File: src/rtl/ioexp_pkg.sv
// Shared definitions for the IOExpansion transmit path: control byte, ASCII bases,
// formatter FSM states and the nibble-to-hex-character helper.
package ioexp_pkg;

    localparam logic [7:0] CLEAR_CHAR       = 8'h07;
    localparam logic [7:0] ASCII_DIGIT_BASE = 8'h30;
    localparam logic [7:0] ASCII_UPPER_BASE = 8'h41;
    localparam logic [7:0] ASCII_LOWER_BASE = 8'h61;

    typedef enum logic [1:0] {
        IDLE  = 2'd0,
        CLEAR = 2'd1,
        SEND  = 2'd2
    } tx_state_t;

    function automatic logic [7:0] nib_to_ascii(input logic [3:0] nib, input logic upper);
        logic [7:0] nib8;
        nib8 = {4'h0, nib};
        if (nib < 4'd10)
            return ASCII_DIGIT_BASE + nib8;
        else if (upper)
            return ASCII_UPPER_BASE + nib8 - 8'd10;
        else
            return ASCII_LOWER_BASE + nib8 - 8'd10;
    endfunction

endpackage

File: src/rtl/hex_word_tx_if.sv
// Result-word / TX-FIFO side signals of the hex word formatter.
interface hex_word_tx_if #(
    parameter int WORD_W = 32
);
    logic [WORD_W-1:0] word_in;
    logic              resend;
    logic              tx_fifo_full;
    logic [7:0]        tx_din;
    logic              tx_write_en;
    logic              busy;
    logic              word_sent;

    modport master (
        output word_in, resend, tx_fifo_full,
        input  tx_din, tx_write_en, busy, word_sent
    );

    modport slave (
        input  word_in, resend, tx_fifo_full,
        output tx_din, tx_write_en, busy, word_sent
    );
endinterface

File: src/rtl/hex_serializer.sv
// Holds the captured word and the character index; presents the ASCII hex
// character of the current nibble, most-significant nibble first.
module hex_serializer
    import ioexp_pkg::*;
#(
    parameter int WORD_W    = 32,
    parameter bit UPPERCASE = 1'b1
) (
    input  logic              clk,
    input  logic              rst,
    input  logic              load,
    input  logic [WORD_W-1:0] load_word,
    input  logic              advance,
    output logic [7:0]        ascii,
    output logic              idx_last
);
    localparam int NIB_N = WORD_W / 4;
    localparam int IDX_W = (NIB_N > 1) ? $clog2(NIB_N) : 1;

    logic [WORD_W-1:0] snap_reg;
    logic [IDX_W-1:0]  idx_reg;
    logic [3:0]        nibs [NIB_N];

    // nibs[0] is the leftmost hex digit of the word
    generate
        for (genvar gi = 0; gi < NIB_N; gi++) begin : g_nib
            assign nibs[gi] = snap_reg[WORD_W-1-4*gi -: 4];
        end
    endgenerate

    assign idx_last = (idx_reg == IDX_W'(NIB_N - 1));
    assign ascii    = nib_to_ascii(nibs[idx_reg], UPPERCASE);

    always_ff @(posedge clk or negedge rst) begin
        if (!rst) begin
            snap_reg <= '0;
            idx_reg  <= '0;
        end else if (load) begin
            snap_reg <= load_word;
            idx_reg  <= '0;
        end else if (advance) begin
            idx_reg  <= idx_last ? '0 : idx_reg + 1'b1;
        end
    end

endmodule

File: src/rtl/hex_word_tx.sv
// Watches a result word and, on change or resend request, writes a clear byte
// followed by the word as hex characters into the UART TX FIFO.
module hex_word_tx #(
    parameter int         WORD_W     = 32,
    parameter logic [7:0] CLEAR_CHAR = 8'h07,
    parameter bit         UPPERCASE  = 1'b1
) (
    input  logic          clk,
    input  logic          rst,
    hex_word_tx_if.slave  bus
);
    import ioexp_pkg::*;

    tx_state_t         state_reg, state_next;
    logic [WORD_W-1:0] last_word_reg;
    logic              resend_pend_reg;
    logic              word_sent_reg;

    logic              start;
    logic              advance;
    logic              idx_last;
    logic [7:0]        char_ascii;
    logic [7:0]        tx_din_c;
    logic              tx_write_en_c;

    assign start = (state_reg == IDLE) &&
                   ((bus.word_in != last_word_reg) || resend_pend_reg || bus.resend);

    hex_serializer #(
        .WORD_W    (WORD_W),
        .UPPERCASE (UPPERCASE)
    ) u_ser (
        .clk       (clk),
        .rst       (rst),
        .load      (start),
        .load_word (bus.word_in),
        .advance   (advance),
        .ascii     (char_ascii),
        .idx_last  (idx_last)
    );

    always_comb begin
        state_next    = state_reg;
        tx_din_c      = 8'h00;
        tx_write_en_c = 1'b0;
        advance       = 1'b0;
        case (state_reg)
            IDLE: begin
                if (start)
                    state_next = CLEAR;
            end
            CLEAR: begin
                tx_din_c      = CLEAR_CHAR;
                tx_write_en_c = !bus.tx_fifo_full;
                if (!bus.tx_fifo_full)
                    state_next = SEND;
            end
            SEND: begin
                tx_din_c      = char_ascii;
                tx_write_en_c = !bus.tx_fifo_full;
                if (!bus.tx_fifo_full) begin
                    advance = 1'b1;
                    if (idx_last)
                        state_next = IDLE;
                end
            end
            default: state_next = IDLE;
        endcase
    end

    always_ff @(posedge clk or negedge rst) begin
        if (!rst) begin
            state_reg       <= IDLE;
            last_word_reg   <= '0;
            resend_pend_reg <= 1'b0;
            word_sent_reg   <= 1'b0;
        end else begin
            state_reg     <= state_next;
            word_sent_reg <= advance && idx_last;
            if (start)
                last_word_reg <= bus.word_in;
            // a request arriving mid-frame is remembered and served on return to IDLE
            resend_pend_reg <= start ? 1'b0 : (resend_pend_reg | bus.resend);
        end
    end

    assign bus.tx_din      = tx_din_c;
    assign bus.tx_write_en = tx_write_en_c;
    assign bus.busy        = (state_reg != IDLE);
    assign bus.word_sent   = word_sent_reg;

endmodule
File: src/flat_wrapper.sv
// flat-port wrapper written by rule: the top's interface ports become plain ports
module hex_word_tx_flat import ioexp_pkg::*;
#(
    parameter int         WORD_W     = 32,
    parameter logic [7:0] CLEAR_CHAR = 8'h07,
    parameter bit         UPPERCASE  = 1'b1
)
  (clk, rst, bus_word_in, bus_resend, bus_tx_fifo_full, bus_tx_din, bus_tx_write_en, bus_busy, bus_word_sent);
  hex_word_tx_if #(.WORD_W(WORD_W)) bus_i ();
  input  logic clk;
  input  logic rst;
  input wire logic [$bits(bus_i.word_in)-1:0] bus_word_in;
  input wire logic [$bits(bus_i.resend)-1:0] bus_resend;
  input wire logic [$bits(bus_i.tx_fifo_full)-1:0] bus_tx_fifo_full;
  output wire logic [$bits(bus_i.tx_din)-1:0] bus_tx_din;
  output wire logic [$bits(bus_i.tx_write_en)-1:0] bus_tx_write_en;
  output wire logic [$bits(bus_i.busy)-1:0] bus_busy;
  output wire logic [$bits(bus_i.word_sent)-1:0] bus_word_sent;
  assign bus_i.word_in = bus_word_in;
  assign bus_i.resend = bus_resend;
  assign bus_i.tx_fifo_full = bus_tx_fifo_full;
  assign bus_tx_din = bus_i.tx_din;
  assign bus_tx_write_en = bus_i.tx_write_en;
  assign bus_busy = bus_i.busy;
  assign bus_word_sent = bus_i.word_sent;
  hex_word_tx #(.WORD_W(WORD_W), .CLEAR_CHAR(CLEAR_CHAR), .UPPERCASE(UPPERCASE)) u_core (.clk(clk), .rst(rst), .bus(bus_i));
endmodule
File: config.mk
export PLATFORM = sky130hd
export DESIGN_NAME = hex_word_tx_flat
export DESIGN_NICKNAME = d
export VERILOG_FILES = /design/src/rtl/ioexp_pkg.sv /design/src/rtl/hex_word_tx_if.sv /design/src/rtl/hex_serializer.sv /design/src/rtl/hex_word_tx.sv /design/src/flat_wrapper.sv
export SDC_FILE = /design/constraint.sdc
export NUM_CORES = 1
export LEC_CHECK = 0
export BUFFER_PORTS_ARGS = -buffer_cell sky130_fd_sc_hd__buf_4
export CAP_MARGIN = 20
export CORE_MARGIN = 2
export CORE_UTILIZATION = 55
export CTS_CLUSTER_SIZE = 20
export DETAILED_ROUTE_END_ITERATION = 8
export GPL_TIMING_DRIVEN = 0
export PLACE_DENSITY = 0.8
export SETUP_SLACK_MARGIN = 0.15
export SYNTH_ARGS = -nofsm -noshare
export SYNTH_HDL_FRONTEND = slang
export SYNTH_SLANG_ARGS = --single-unit
File: constraint.sdc
create_clock -name clk -period 3.5 [get_ports clk]
set_input_delay 0.35 -clock clk [delete_from_list [all_inputs] [get_ports clk]]
set_output_delay 0.35 -clock clk [all_outputs]
set_load 0.01 [all_outputs]
* Yosys cells after proc, flatten, opt, wreduce, memory -nomap -nowiden *
Cells that the tools add are included.

storage, ports and cells
  register bits = 39

operators by class
  bitwise logic cells = 2
  reductions and logical operators = 10
  muxes and demuxes = 17
  $lt $le $gt $ge = 2
  eq/ne operators = 8
  $add $sub $neg = 4

operators with widths
  kind                   number
  $ne A32 B32 Y1         1
  $pmux W8 S2            1
  $bmux W4 S3            1
  $mux W3                3
  $add A7 B4 Y8 const A  1
  $mux W2                4
  $mux W4                2
  $mux W8                1
  $sub A8 B4 Y8 const B  1
  $add A6 B4 Y7 const A  1
  $pmux W2 S3            1
  $ge A4 B4 Y1 const B   1
  $lt A4 B4 Y1 const B   1
  $mux W1                4
  $ne A2 B1 Y1 const B   2
  $ne A2 B2 Y1 const B   2
  $not A3 Y4             1
  $reduce_and A4 Y1      1
  $reduce_bool A2 Y1     2
  $add A3 B1 Y3 const B  1
  $eq A3 B3 Y1 const B   1
  $eq A2 B1 Y1 const B   1
  $eq A2 B2 Y1 const B   1
  $logic_and A1 B1 Y1    2
  other kinds (5)        6

* Logic depth before layout (Yosys ltp) *
  depth after elaboration = 8
  mapped depth = 8
  depth with buffers taken out = 7

* Cells and area by module *
A second synthesis with hierarchy kept.

unflattened totals
  cell total of the unflattened synthesis = 265
  area total of the unflattened synthesis = 3592.2 um2

modules (own cells, without submodules)
  module          cells each  instances  area an instance (um2)
  hex_word_tx     152         1          1879.3
  hex_serializer  113         1          1712.9

* Least setup slack after synthesis *
No wires, ideal clock.

  kind = flip-flop to output port
  start point = register u_core.u_ser.idx_reg[0]
  end point = output bus_tx_din[2]
  slack = 931 ps
  stages on the path, launching flop included = 9
  data arrival time = 2219 ps
  path through = dfrtp_1 -> buf_6 -> mux4_1 -> mux2i_4 -> ha_1 -> inv_1 -> or3_2 -> a31oi_1 -> nor2b_1

on the way
  longest elaborated chain between the ends = 8
  elaborated cells on any way between the ends = 10

ends and longest elaborated chain
  item                                             line                  source
  from (decl)                                      hex_serializer.sv:21  logic [IDX_W-1:0] idx_reg;
  from (signal assigned)                           hex_serializer.sv:42  idx_reg <= idx_last ? '0 : idx_reg + 1'b1;
  $not A3 Y4 (implied by the code) (*)             hex_serializer.sv:32  assign ascii = nib_to_ascii(nibs[idx_reg], UPPERCASE);
  $bmux W4 S3 (*)                                  hex_serializer.sv:32
  $mux W4 (implied by the code) (*) (2 in series)  hex_serializer.sv:32
  $add A7 B4 Y8                                    ioexp_pkg.sv:22       return ASCII_UPPER_BASE + nib8 - 8'd10;
  $sub A8 B4 Y8                                    ioexp_pkg.sv:22
  $mux W8 (*)                                      ioexp_pkg.sv:19       if (nib < 4'd10)
  $pmux W8 S2 (*)                                  hex_word_tx.sv:47     case (state_reg)
  to (decl)                                        flat_wrapper.sv:15    output wire logic [$bits(bus_i.tx_din)-1:0] bus_tx_din;

Mark *: on every way between the ends. The rest lies on a longest branch, timed or not. The select of a mux whose other input is x is not followed.

* Final worst setup path *
Same ends and word-level chain as after synthesis.

==> results.toml <==
[timing]
period_minus_slack_ns = 3.20
fin_worst_skew_ns = 0.00861
post-route-period-util = 0.915
slew_viol_final = 0
setup_violations = 0
max_freq_ghz = 0.312
relSlewSlack = 0.640
tns_ns = 0
hold_viol = 0
worstMarginPinSlew_ns = 0.540
rsz0062_at_grt = "no"

[clock_tree]
ctsHtreeMaxLevel = 2
cts_buffers = 5
clockBufferDepth = 2
cts-root-buf = "clkbuf_8"
clkSinkCount = 39
cts_tree = "yes"
clk_pin_slew_ns = 0.08
clock_latency_ns = 0.30

[finish]
final_cell_mix = "buf_4, dfrtp_1, xor2_1, mux2_2, inv_1"
final_area_um2 = 2910
final_nets = 290
drive_above_1_share = 0.378
final_common_cell = "buf_4"
multi_input_area_um2 = 1330
largest_register_ffs = 32
nFillCells = 353
syn2layout_area_growth_pct = 21.0
n_antenna_cell = 0
regArea_um2 = 976

[route]
postRouteAntennaNets = 0
wirelength_um = 5040
drc = 0
dr.pass1.iters = 4
wire_per_inst_um = 16.7
via_per_inst = 5.70
dr_total_vias = 1715
drt_iter0_markers = 79

[grt]
use_met1 = 0.286
grt_usage = 0.217
grt_pass1_vias = 1732
gr-max-usage-layer = "met2"
antenna_found_initial = 0
grt_use_met3 = 0.0447
grt_pass1_wl_um = 8250
grt_max_degree = 40
grt_overflow = 0
grt_use_met2 = 0.351

[power]
p_clk_frac = 0.132
finalPower_mw = 2.59
internal-power_mw = 1.60
switching_power_mw = 0.998
power.density_nw_per_um2 = 893
leakagePower_nw = 1.31
p_comb_frac = 0.535
seqPwrFrac = 0.333
ir_drop_mv = 0.438
swShare = 0.385

[critical_path]
crit_path_end_kind = "primary output"
cp_max_fo = 10
critPathRequiredTime_ns = 3.15
critPathLaunchType = "register"
crit_type = "register to primary output"
cp_data_arrival_time_ns = 2.85
reg2regPathDepth = 7

[synth]
yosysSeqAreaShare = 0.406
synthArstFlopShare = 1.00
synthTopCellsByArea = "dfrtp_1, mux2_2, xor2_1"
yosysTopAreaCell = "dfrtp_1"
synth_cells = 196
synthesis.area_um2 = 2400
ys_types = 41
ys_ff_latch = 39
synth-main-ff-cell = "dfrtp_1"
synth.avg_cell_area_um2 = 12.3
synth_edf_count = 0
syn_nets = 238
yosysWarnings = 0
yosysTopAreaCellShare = 0.406

[run]
cap_violations = 0

[min_path]
hold_class = "primary input to async pin"

[die]
rows = 24
coreArea_um2 = 4260
start_util = 0.563
ios = 47
die_h_um = 70.1
die_w_um = 70.1
die-area_um2 = 4910

[run_status]
status = "finished, final reports clean"

[placement]
gp_congestion = 0.807
numPortBuffers = 45
detailed_place_hpwl_um = 3740
placed_cell_area_um2 = 2800
worst max-delay path, cell delays in order, from the launching register on:
cell and delay (ns):
dfrtp_1 0.37, buf_6 0.18, mux4_1 0.62, mux2i_4 0.27
ha_1 0.22, inv_1 0.06, or3_2 0.47, a31oi_1 0.17
nor2b_1 0.06, buf_4 0.14
power by group through the flow:
| stage | Sequential, mW | Combinational, mW | Clock, mW |
|---|---|---|---|
| floorplan | 0.815 | 1.05 | 0 |
| global placement | 0.853 | 1.35 | 0 |
| detailed placement | 0.870 | 1.39 | 0 |
| CTS | 0.861 | 1.39 | 0.345 |
| global route | 0.890 | 1.51 | 0.360 |
| finish | 0.863 | 1.39 | 0.343 |
path summary, 6_finish.rpt:
| check | startpoint | end | slack (ns) |
|---|---|---|---|
| hold reg to reg | u_core.resend_pend_reg | u_core.resend_pend_reg | 0.52 |
| max in group asynchronous | rst | u_core.last_word_reg[3] | 3.13 |
| min in group clk | bus_word_in[3] | u_core.last_word_reg[3] | 0.29 |
| hold / removal | rst | u_core.last_word_reg[12] | 0.02 |
| setup / recovery | u_core.u_ser.idx_reg[0] | bus_tx_din[2] | 0.30 |
| setup reg to reg | u_core.last_word_reg[7] | u_core.last_word_reg[2] | 0.98 |
metrics by stage:
step	hold slack, ns	util	setup WS, ns	instances
global placement	0.355	0.658	0.619	293
detailed placement	0.355	0.658	0.567	293
CTS	0.0349	0.681	0.238	301
floorplan	0.0544	-	0.931	196
global route	0.0672	0.681	0.181	301
finish	0.0205	0.681	0.296	301
final cells by class:
type                            instances  share of cell area
Multi-Input combinational cell        140               0.459
Sequential cell                        39               0.336
Timing Repair Buffer                   45               0.116
Clock buffer                            8              0.0345
Tap cell                               52              0.0224
Buffer                                  8              0.0202
Inverter                                9              0.0116
cells in the mapped netlist (2+ instances only):
cell type	count
and2_1	2
a221oi_1	2
nor3_1	2
a21oi_1	2
nand4_1	3
buf_6	2
xnor2_1	2
clkbuf_1	2
o21ai_0	4
ha_1	6
mux2_2	28
nor2b_1	5
nor4_1	7
buf_4	3
nand2_1	6
nor2_1	7
xor2_1	28
mux2_1	6
inv_1	9
mux2i_2	2
mux4_1	8
nand3_1	3
dfrtp_1	39
cells by family after synthesis:
family,count (synthesis),share of synthesized area
AO/OA/AOI/OAI,16,0.0490
XOR/XNOR,30,0.109
adder cells (fa/ha/maj),6,0.0313
buffers and inverters,17,0.0380
flip-flops,39,0.406
multiplexers,46,0.272
other,1,0.00156
AND/OR/NAND/NOR,41,0.0922
repair_timing:
action	4_1_cts	5_1_grt
gates resized for setup	0	2
setup endpoints to repair	0	1
setup buffers	0	0
hold buffers	0	0
metal layers:
layer | vias to the layer above | part of all wire
li1 | 813 | -
met1 | 835 | 0.43
met2 | 57 | 0.49
met3 | 10 | 0.055
met4 | 0 | 0.024
met5 | - | 0
(Power assumes the default switching activity.)
